### config.mk
export PLATFORM = sky130hd
export DESIGN_NAME = decoder_scan_nbits_flat
export DESIGN_NICKNAME = d
export VERILOG_FILES = /design/src/rtl/decoder_scan_nbits_if.sv /design/src/rtl/decoder_scan_nbits.sv /design/src/flat_wrapper.sv
export SDC_FILE = /design/constraint.sdc
export NUM_CORES = 1
export LEC_CHECK = 0
export BUFFER_PORTS_ARGS = -buffer_cell sky130_fd_sc_hd__buf_2
export CAP_MARGIN = 20
export CORE_ASPECT_RATIO = 0.8
export CORE_MARGIN = 1.5
export CORE_UTILIZATION = 50
export CTS_CLUSTER_SIZE = 25
export DETAILED_ROUTE_END_ITERATION = 8
export PLACE_DENSITY = 0.71
export SYNTH_ARGS = -nofsm -noshare
export SYNTH_HDL_FRONTEND = slang
export SYNTH_SLANG_ARGS = --single-unit
### constraint.sdc
create_clock -name i_CLK -period 2.8 [get_ports i_CLK]
set_clock_uncertainty 0.05 [all_clocks]
set_input_delay 0.56 -clock i_CLK [delete_from_list [all_inputs] [get_ports i_CLK]]
set_output_delay 0.56 -clock i_CLK [all_outputs]
set_load 0.01 [all_outputs]
### src/rtl/decoder_scan_nbits_if.sv
// decoder_scan_nbits_if
// Bundles the control and result signals of decoder_scan_nbits.
//   i_EN     global enable; low blanks the outputs and aborts activity
//   i_MODE   00 direct, 01 continuous scan, 10 single sweep, 11 as direct
//   i_A      direct-mode address
//   i_VALID  direct-mode load strobe (always accepted)
//   i_DWELL  hold count per position minus one
//   i_START  single-sweep trigger
//   o_Y      registered one-hot select lines, or all zero
//   o_IDX    registered index currently decoded
//   o_BUSY   single sweep in progress
//   o_DONE   one-cycle pulse when a sweep completes
//   o_WRAP   one-cycle pulse when the continuous scan wraps to index 0
// master: the side that drives the controls; slave: the decoder itself.
interface decoder_scan_nbits_if #(
  parameter int N       = 4,
  parameter int DWELL_W = 8
) ();

  logic               i_EN;
  logic [1:0]         i_MODE;
  logic [N-1:0]       i_A;
  logic               i_VALID;
  logic [DWELL_W-1:0] i_DWELL;
  logic               i_START;
  logic [(1<<N)-1:0]  o_Y;
  logic [N-1:0]       o_IDX;
  logic               o_BUSY;
  logic               o_DONE;
  logic               o_WRAP;

  modport master (
    output i_EN, i_MODE, i_A, i_VALID, i_DWELL, i_START,
    input  o_Y, o_IDX, o_BUSY, o_DONE, o_WRAP
  );

  modport slave (
    input  i_EN, i_MODE, i_A, i_VALID, i_DWELL, i_START,
    output o_Y, o_IDX, o_BUSY, o_DONE, o_WRAP
  );

endinterface

### src/rtl/decoder_scan_nbits.sv
// decoder_scan_nbits
// Registered N-to-2^N one-hot decoder with three modes:
//   direct         : i_VALID loads i_A, the matching line is held until the
//                    next load or an abort
//   continuous scan: lines are stepped 0..2^N-1 forever, each held D+1 cycles
//   single sweep   : one pass 0..2^N-1 on i_START, then o_DONE
// Ports:
//   i_CLK    clock, rising edge
//   i_RST_n  asynchronous active-low reset
//   bus      decoder_scan_nbits_if slave modport (controls in, results out)
// Every output comes straight from a flop, so the select lines never glitch.
module decoder_scan_nbits #(
  parameter int N       = 4,
  parameter int DWELL_W = 8
) (
  input  logic                 i_CLK,
  input  logic                 i_RST_n,
  decoder_scan_nbits_if.slave  bus
);

  localparam int           NUM_LINES = 1 << N;
  localparam logic [N-1:0] LAST_IDX  = {N{1'b1}};

  localparam logic [1:0] MODE_DIRECT = 2'b00;
  localparam logic [1:0] MODE_SCAN   = 2'b01;
  localparam logic [1:0] MODE_SWEEP  = 2'b10;

  typedef enum logic [1:0] {
    ST_IDLE,
    ST_HOLD,
    ST_SCAN,
    ST_SWEEP
  } state_e;

  state_e                 state_q,    state_d;
  logic [1:0]             prevMode_q, prevMode_d;
  logic [N-1:0]           idx_q,      idx_d;
  logic [NUM_LINES-1:0]   y_q,        y_d;
  logic                   busy_q,     busy_d;
  logic                   done_q,     done_d;
  logic                   wrap_q,     wrap_d;
  logic [DWELL_W-1:0]     cnt_q,      cnt_d;
  logic [DWELL_W-1:0]     dwell_q,    dwell_d;

  logic [1:0]             modeNorm;
  logic                   abort;
  logic [DWELL_W-1:0]     activeDwell;
  logic                   posEnd;
  logic [N-1:0]           idxNext;

  function automatic logic [NUM_LINES-1:0] oneHot(input logic [N-1:0] sel);
    logic [NUM_LINES-1:0] v;
    v      = '0;
    v[sel] = 1'b1;
    return v;
  endfunction

  // The reserved mode is folded onto direct so that 00 <-> 11 is not seen as
  // a mode change.
  assign modeNorm = (bus.i_MODE == 2'b11) ? MODE_DIRECT : bus.i_MODE;

  // Only an active state can be aborted; from IDLE a new mode is dispatched
  // straight away so that scan entry takes a single cycle.
  assign abort = (state_q != ST_IDLE) && (!bus.i_EN || (modeNorm != prevMode_q));

  // The dwell is latched in the first cycle of each position, so a change to
  // i_DWELL part-way through a position only affects the following one.
  assign activeDwell = (cnt_q == '0) ? bus.i_DWELL : dwell_q;
  assign posEnd      = (cnt_q == activeDwell);
  assign idxNext     = idx_q + N'(1);

  // Next-state and output logic. All outputs are computed here and
  // registered, so nothing on the interface is combinational from an input.
  always_comb begin
    state_d    = state_q;
    prevMode_d = modeNorm;
    idx_d      = idx_q;
    y_d        = y_q;
    busy_d     = busy_q;
    done_d     = 1'b0;
    wrap_d     = 1'b0;
    cnt_d      = cnt_q;
    dwell_d    = dwell_q;

    if (abort) begin
      state_d = ST_IDLE;
      y_d     = '0;
      busy_d  = 1'b0;
      cnt_d   = '0;
    end else begin
      case (state_q)
        ST_IDLE: begin
          y_d    = '0;
          busy_d = 1'b0;
          cnt_d  = '0;
          if (bus.i_EN) begin
            case (modeNorm)
              MODE_SCAN: begin
                state_d = ST_SCAN;
                idx_d   = '0;
                y_d     = oneHot('0);
              end
              MODE_SWEEP: begin
                if (bus.i_START) begin
                  state_d = ST_SWEEP;
                  idx_d   = '0;
                  y_d     = oneHot('0);
                  busy_d  = 1'b1;
                end
              end
              default: begin
                if (bus.i_VALID) begin
                  state_d = ST_HOLD;
                  idx_d   = bus.i_A;
                  y_d     = oneHot(bus.i_A);
                end
              end
            endcase
          end
        end

        ST_HOLD: begin
          if (bus.i_VALID) begin
            idx_d = bus.i_A;
            y_d   = oneHot(bus.i_A);
          end
        end

        ST_SCAN, ST_SWEEP: begin
          if (cnt_q == '0) begin
            dwell_d = bus.i_DWELL;
          end
          if (posEnd) begin
            cnt_d = '0;
            if (idx_q == LAST_IDX) begin
              if (state_q == ST_SWEEP) begin
                // Sweep finished: blank, drop busy, pulse done, keep the
                // last index visible on o_IDX.
                state_d = ST_IDLE;
                y_d     = '0;
                busy_d  = 1'b0;
                done_d  = 1'b1;
              end else begin
                idx_d  = '0;
                y_d    = oneHot('0);
                wrap_d = 1'b1;
              end
            end else begin
              idx_d = idxNext;
              y_d   = oneHot(idxNext);
            end
          end else begin
            cnt_d = cnt_q + DWELL_W'(1);
          end
        end

        default: begin
          state_d = ST_IDLE;
          y_d     = '0;
          busy_d  = 1'b0;
          cnt_d   = '0;
        end
      endcase
    end
  end

  // State and output registers; reset clears everything at once, without
  // waiting for a clock edge.
  always_ff @(posedge i_CLK or negedge i_RST_n) begin
    if (!i_RST_n) begin
      state_q    <= ST_IDLE;
      prevMode_q <= MODE_DIRECT;
      idx_q      <= '0;
      y_q        <= '0;
      busy_q     <= 1'b0;
      done_q     <= 1'b0;
      wrap_q     <= 1'b0;
      cnt_q      <= '0;
      dwell_q    <= '0;
    end else begin
      state_q    <= state_d;
      prevMode_q <= prevMode_d;
      idx_q      <= idx_d;
      y_q        <= y_d;
      busy_q     <= busy_d;
      done_q     <= done_d;
      wrap_q     <= wrap_d;
      cnt_q      <= cnt_d;
      dwell_q    <= dwell_d;
    end
  end

  assign bus.o_Y    = y_q;
  assign bus.o_IDX  = idx_q;
  assign bus.o_BUSY = busy_q;
  assign bus.o_DONE = done_q;
  assign bus.o_WRAP = wrap_q;

endmodule
### src/flat_wrapper.sv
// flat-port wrapper written by rule: the top's interface ports become plain ports
module decoder_scan_nbits_flat 
#(
  parameter int N       = 4,
  parameter int DWELL_W = 8
)
  (i_CLK, i_RST_n, bus_i_EN, bus_i_MODE, bus_i_A, bus_i_VALID, bus_i_DWELL, bus_i_START, bus_o_Y, bus_o_IDX, bus_o_BUSY, bus_o_DONE, bus_o_WRAP);
  decoder_scan_nbits_if #(.N(N), .DWELL_W(DWELL_W)) bus_i ();
  input  logic i_CLK;
  input  logic i_RST_n;
  input wire logic [$bits(bus_i.i_EN)-1:0] bus_i_EN;
  input wire logic [$bits(bus_i.i_MODE)-1:0] bus_i_MODE;
  input wire logic [$bits(bus_i.i_A)-1:0] bus_i_A;
  input wire logic [$bits(bus_i.i_VALID)-1:0] bus_i_VALID;
  input wire logic [$bits(bus_i.i_DWELL)-1:0] bus_i_DWELL;
  input wire logic [$bits(bus_i.i_START)-1:0] bus_i_START;
  output wire logic [$bits(bus_i.o_Y)-1:0] bus_o_Y;
  output wire logic [$bits(bus_i.o_IDX)-1:0] bus_o_IDX;
  output wire logic [$bits(bus_i.o_BUSY)-1:0] bus_o_BUSY;
  output wire logic [$bits(bus_i.o_DONE)-1:0] bus_o_DONE;
  output wire logic [$bits(bus_i.o_WRAP)-1:0] bus_o_WRAP;
  assign bus_i.i_EN = bus_i_EN;
  assign bus_i.i_MODE = bus_i_MODE;
  assign bus_i.i_A = bus_i_A;
  assign bus_i.i_VALID = bus_i_VALID;
  assign bus_i.i_DWELL = bus_i_DWELL;
  assign bus_i.i_START = bus_i_START;
  assign bus_o_Y = bus_i.o_Y;
  assign bus_o_IDX = bus_i.o_IDX;
  assign bus_o_BUSY = bus_i.o_BUSY;
  assign bus_o_DONE = bus_i.o_DONE;
  assign bus_o_WRAP = bus_i.o_WRAP;
  decoder_scan_nbits #(.N(N), .DWELL_W(DWELL_W)) u_core (.i_CLK(i_CLK), .i_RST_n(i_RST_n), .bus(bus_i));
endmodule
==> metrics, run 1 <==
WP data arrival 2.71 ns; top post-synthesis cells by area dfrtp_1 (39%), mux2_2 (10%), ha_1 (4.9%), nor2_1 (4.3%), nand3_1 (2.5%); Area Overhead vs Synth 16.4%; CTS tree built; drt pass-1 iters 4; initial antenna violation count 0; Placement Cell Area between 3000 and 4000 µm²; Worst-Margin Slew between 0.5 and 0.6 ns; Rel. slew slack 65.0%; insertion delay to the later sink of the worst-skew pair between 0.3 and 0.4 ns; worst reg-to-reg setup slack 0.24 ns; adder and majority gate portion of the synthesized area ~4.9%; Die H roughly 70 µm; yosys warns 0; Design Area, Final between 3000 and 4000 µm²; max-cap violations 0; CP Launch Type flip-flop; Worst R2R Path Depth 6; # DRC 0; WHS ~0.11 ns; quantity of hold-fixing buffers added after cts 0; slowest cell on the critical path or4_4; worst vdd rail ir drop 0.000521 V; hold crit path type input pin to async pin; post-synthesis mux area share a little over a tenth; Via density slightly above 6; EDFF count, synth 0; final net count around 370; gpl congestion ~0.91; Gate Count Post-Synth 291; main combinational cell family by area after synthesis compound AO/OA/AOI/OAI gates; via count 2452; Setup Fix Bufs, Post-CTS 0; Port Buffer Count 41; RSZ-0062 raised after global routing false; Die Area between 6000 and 7000 µm²; Tot GR Track Use roughly a quarter; register area share after synthesis roughly two fifths; I/O Pins 42; Synth Area in XOR/XNOR under 10%; Cell Pwr Density about 640 nW/µm²; drt total wl 6.80 mm; Max Root-Sink Buffers 2; post-synthesis net count around 320; fmax 390 MHz; Crit Path Max Fanout 8; Initial Util a little over 50%; Synth Area in Compound Gates around a fifth; post-synthesis simple-gate area fraction 18.2%; final hold viol count 0; reg-to-reg startpoint u_core.cnt_q[6]$_DFFE_PN0N_; most frequent cells after synthesis dfrtp_1 (43), nor2_1 (32), mux2_2 (25); number of DRC markers in iteration 0 between 150 and 200; run status finished, final reports clean; Synth area leader dfrtp_1; final setup vio count 0; Synth top area share 38.7%; synthesized area per cell between 9 and 10 µm²; Post-CTS Resized 0; Die X-Extent 86.4 µm; # diodes 0; WS Path Type flip-flop to flip-flop; Core Box Area 5410 µm²; Clock transition at path regs ~0.08 ns; GR Overflow Total 0; count leader, synth dfrtp_1; Final TNS setup 0 ns; share of cells above drive strength 1 29.0%; Async SR Flop Fraction 100%; Mapped Area between 2000 and 3000 µm²; Yosys cell types 58; post-DP HPWL ~5.0 mm; H-tree Lvls 2; Clock Root Buffer clkbuf_8; endpoint class of the critical path flip-flop; largest net degree at the start of global routing between 40 and 50; WL/cell around 17 µm; Num Clock Sinks 43; Data required, critical path 2.95 ns; reg2reg end u_core.state_q[1]$_DFFE_PN0P_; Tmin final roughly 2.6 ns; Synth Register Bits 43; P_leak 0.00151 µW; row cnt 24; post-route ant nets 0; vias in the first global route between 2000 and 2500; worst-path cell chain or4_4 > nor2_4 > mux2_2 > a221o_2 > or2_1 > a31o_1; first-pass GRT wire length 11.3 mm; Final period util 91.6%; Final Max Tran Viols 0; total CTS buffers 5; Synth Flop Type dfrtp_1; CP max stage delay 0.58 ns
cell usage in the layout, fill, tap and decap left out, types with 4 or more instances in the layout:
cell and n:
nand3_1 14, dfrtp_1 43, nor4_1 4, nand4_1 5, ha_1 11, a21oi_1 12
o22ai_1 4, buf_4 10, nor2_1 32, a22o_1 4, mux2_2 25, inv_1 16
o21ai_0 12, clkbuf_8 6, nand2_1 16, xnor2_1 6, a32oi_1 6, o22a_1 6
buf_2 41, xor2_1 5
worst max-delay path, delay by kind of cell, from the launching register on:
family / cells / cell delay, ns
DFF: 1 / 0.42
AOI/OAI and AO/OA: 2 / 0.62
and+or+nand+nor: 3 / 0.97
muxes: 1 / 0.39
per-layer routing:
metal / GRT usage (%) / part of all wire, % / up-vias
li1: - / - / 1169
met1: 39.9 / 51 / 1161
met2: 31.8 / 40 / 114
met3: 4.40 / 7.4 / 8
met4: 5.91 / 0.97 / 0
met5: 0 / 0 / -
per-stage QoR:
stage | util, % | setup WS, ns | power (µW) | std cells
5_1_grt | 59.9 | 0.142 | 2200 | 403
2_1_floorplan | - | 0.246 | 1330 | 291
3_5_place_dp | 57.4 | 0.195 | 1560 | 394
3_3_place_gp | 57.4 | 0.216 | 1540 | 394
6_report | 59.9 | 0.236 | 2080 | 403
4_1_cts | 59.6 | 0.243 | 2070 | 402
power breakdown:
part,switching [µW],internal (µW),total [µW],leakage [µW]
combinational,397,305,702,0.000869
clock,221,289,510,0.0000612
sequential,152,719,870,0.000580
sequential cells by signal, indices dropped and copies added (netlist names):
signal,count
u_core.dwell_q,8
u_core.state_q,2
u_core.bus.o_WRAP,1
u_core.bus.o_Y,16
u_core.bus.o_DONE,1
u_core.bus.o_IDX,4
u_core.cnt_q,8
u_core.bus.o_BUSY,1
u_core.prevMode_q,2
logic make-up (layout without fill, tap and decap cells):
family	count (synthesis)	count (layout)
xor gates and xnor gates	11	11
and+or+nand+nor	97	97
muxes	27	27
buffers and inverters	32	79
adders and majority gates	11	11
AOI/OAI and AO/OA	70	70
DFF	43	43
worst max-delay path by stage:
stage	start	to	slack [ns]	cells after the start
finish	u_core.cnt_q[6]$_DFFE_PN0N_	u_core.state_q[1]$_DFFE_PN0P_	0.24	6
detailed placement	bus_i_DWELL[0]	u_core.state_q[1]$_DFFE_PN0P_	0.19	7
global route	u_core.cnt_q[6]$_DFFE_PN0N_	u_core.bus.o_IDX[3]$_DFFE_PN0P_	0.14	6
global placement	bus_i_DWELL[0]	u_core.state_q[1]$_DFFE_PN0P_	0.22	7
floorplan	bus_i_MODE[1]	u_core.dwell_q[0]$_DFFE_PN0P_	0.25	8
CTS	u_core.cnt_q[6]$_DFFE_PN0N_	u_core.state_q[1]$_DFFE_PN0P_	0.24	6
area by class of cell:
cell class,count,area [µm²]
Timing Repair Buffer,53,320
Sequential cell,43,1080
Fill cell,485,2170
Inverter,18,67.6
Clock buffer,6,82.6
Multi-Input combinational cell,216,1580
Tap cell,65,81.3
Clock inverter,2,35.0
Power figures use the tool's default switching activity.
==> run 2: changes to the inputs <==
==> constraint.sdc (replaced) <==
create_clock -name i_CLK -period 2.8 [get_ports i_CLK]
set_clock_uncertainty 0.05 [all_clocks]
set_input_delay 0.42 -clock i_CLK [delete_from_list [all_inputs] [get_ports i_CLK]]
set_output_delay 0.42 -clock i_CLK [all_outputs]
set_load 0.01 [all_outputs]
==> run 2 against run 1 <==
Die area did not move. Count of clock-buffer cells in the layout rose by 2. Highest routed layer unchanged. Largest power group unchanged. Critical endpoint unchanged. Critical path depth did not move. Non-clock buffer count fell by 1. Via count fell by 0.65%. Sequential share of layout area rose by 0.31 points. Routed wire length fell by 2.6%. Flip-flop and latch count did not move. Core utilization fell by 0.56 points. Power fell by 4.2%. Critical path type unchanged. Register-to-register slack barely moved.
==> metrics, run 2 (synthesized netlist as in run 1, its figures left out) <==
run status finished, final reports clean; sequential share of power between 40% and 50%; post-route ant nets 0; Data required, critical path 2.95 ns; H-tree Lvls 2; total CTS buffers 5; WS Path Type flip-flop to flip-flop; via count around 2400; Post-CTS Resized 0; # diodes 0; fmax roughly 390 MHz; post-DP HPWL 4.93 mm; final hold viol count 0; Cell Int Power 1240 µW; drt total wl 6.63 mm; Final TNS setup 0 ns; Tmin final about 2.6 ns; fin util roughly three fifths; Clock Root Buffer clkbuf_8; WL/cell between 15 and 20 µm; quantity of hold-fixing buffers added after cts 0; row cnt 24; Rel. slew slack 65.4%; Final period util 91.6%; share of cells above drive strength 1 28.5%; Power Total 1990 µW; max-cap violations 0; Die Area around 6000 µm²; gpl congestion ~0.86; endpoint class of the critical path flip-flop; highest-count cells in the layout ignoring fill and taps dfrtp_1 (43), buf_2 (41), nor2_1 (32); Clock transition at path regs 0.08 ns; I/O Pins 42; Max Root-Sink Buffers 2; vias in the first global route 2220; Initial Util around half; Logic pwr share 34.9%; Core Box Area roughly 5400 µm²; Worst-Margin Slew a little over 0.5 ns; Clock Power Share 22.2%; commonest non-fill, non-tap cell in the layout dfrtp_1; CP Launch Type flip-flop; Area Overhead vs Synth 15.3%; switching portion of total power a little under two fifths; initial antenna violation count 0; # DRC 0; Setup Fix Bufs, Post-CTS 0; Crit Path Max Fanout 8; Port Buffer Count 41; insertion delay to the later sink of the worst-skew pair between 0.3 and 0.4 ns; Die X-Extent about 86 µm; Cell Pwr Density just over 600 nW/µm²; first-pass GRT wire length roughly 11 mm; P_leak around 0.0015 µW; RSZ-0062 raised after global routing false; Die H between 60 and 70 µm; WP data arrival 2.72 ns; worst vdd rail ir drop 0.000406 V; GR Overflow Total 0; number of DRC markers in iteration 0 around 190; Tot GR Track Use between 20% and 30%; CTS tree built; Num Clock Sinks 43; final setup vio count 0; Final Max Tran Viols 0; max FFs per register 16; Via density a little over 6; drt pass-1 iters 5; hold crit path type input pin to async pin; largest net degree at the start of global routing 44; Psw 752 µW; final net count 366
-- run 2: changes by cell type in the layout (fill, tap and decap cells not counted) --
| cell | previous run | this run |
|---|---|---|
| buf_12 | 2 | 0 |
| bufinv_16 | 1 | 0 |
| clkbuf_1 | 0 | 1 |
| clkbuf_8 | 6 | 7 |
| clkinv_2 | 1 | 0 |
| buf_16 | 0 | 1 |
-- run 2: final timing paths --
| path | to | depth (start not counted) | slack (ns) | start |
|---|---|---|---|---|
| setup / recovery | u_core.state_q[1]$_DFFE_PN0P_ | 6 | 0.23 | u_core.cnt_q[6]$_DFFE_PN0N_ |
| hold / removal | u_core.cnt_q[4]$_DFFE_PN0N_ | 1 | 0.03 | i_RST_n |
| setup reg to reg | u_core.state_q[1]$_DFFE_PN0P_ | 6 | 0.23 | u_core.cnt_q[6]$_DFFE_PN0N_ |
| hold reg to reg | u_core.bus.o_Y[4]$_DFFE_PN0P_ | 1 | 0.45 | u_core.bus.o_Y[4]$_DFFE_PN0P_ |
| max in group asynchronous | u_core.bus.o_Y[11]$_DFFE_PN0P_ | 2 | 2.18 | i_RST_n |
| min in group i_CLK | u_core.dwell_q[5]$_DFFE_PN0P_ | 2 | 0.31 | bus_i_DWELL[5] |
-- run 2: layout make-up --
class                           instances  area [µm²]
Timing Repair Buffer                   52         308
Sequential cell                        43        1080
Fill cell                             473        2200
Inverter                               18        67.6
Multi-Input combinational cell        216        1580
Clock buffer                            8         100
Tap cell                               65        81.3
-- run 2: routing by layer --
metal  GRT usage, %  vias up  part of all wire [%]
met5              0        -                     0
met4           7.53        0                   1.2
met3           4.17        8                   5.5
met2           31.4       85                    40
met1           39.3     1172                    54
li1               -     1171                     -
-- run 2: power by group through the flow --
| stage | sequential (µW) | clock, µW | combinational [µW] |
|---|---|---|---|
| after global routing | 881 | 480 | 773 |
| after global placement | 865 | 0 | 667 |
| after detailed placement | 866 | 0 | 679 |
| final | 857 | 442 | 695 |
| after floorplan | 829 | 0 | 498 |
| after CTS | 855 | 453 | 682 |
-- run 2: critical path: stages (launching register included) --
cell	delay (ns)
dfrtp_1	0.42
or4_4	0.57
nor2_4	0.12
mux2_2	0.39
a221o_2	0.42
or2_1	0.27
a31o_1	0.22
-- run 2: metrics by stage --
stage	worst slack, ns	hold WS [ns]	cell area, µm²	std cells
final	0.234	0.0296	3210	402
after floorplan	0.384	0.0744	2780	291
after detailed placement	0.247	0.437	3080	393
after global routing	0.135	0.0642	3210	402
after global placement	0.257	0.435	3080	393
after CTS	0.250	0.249	3180	401
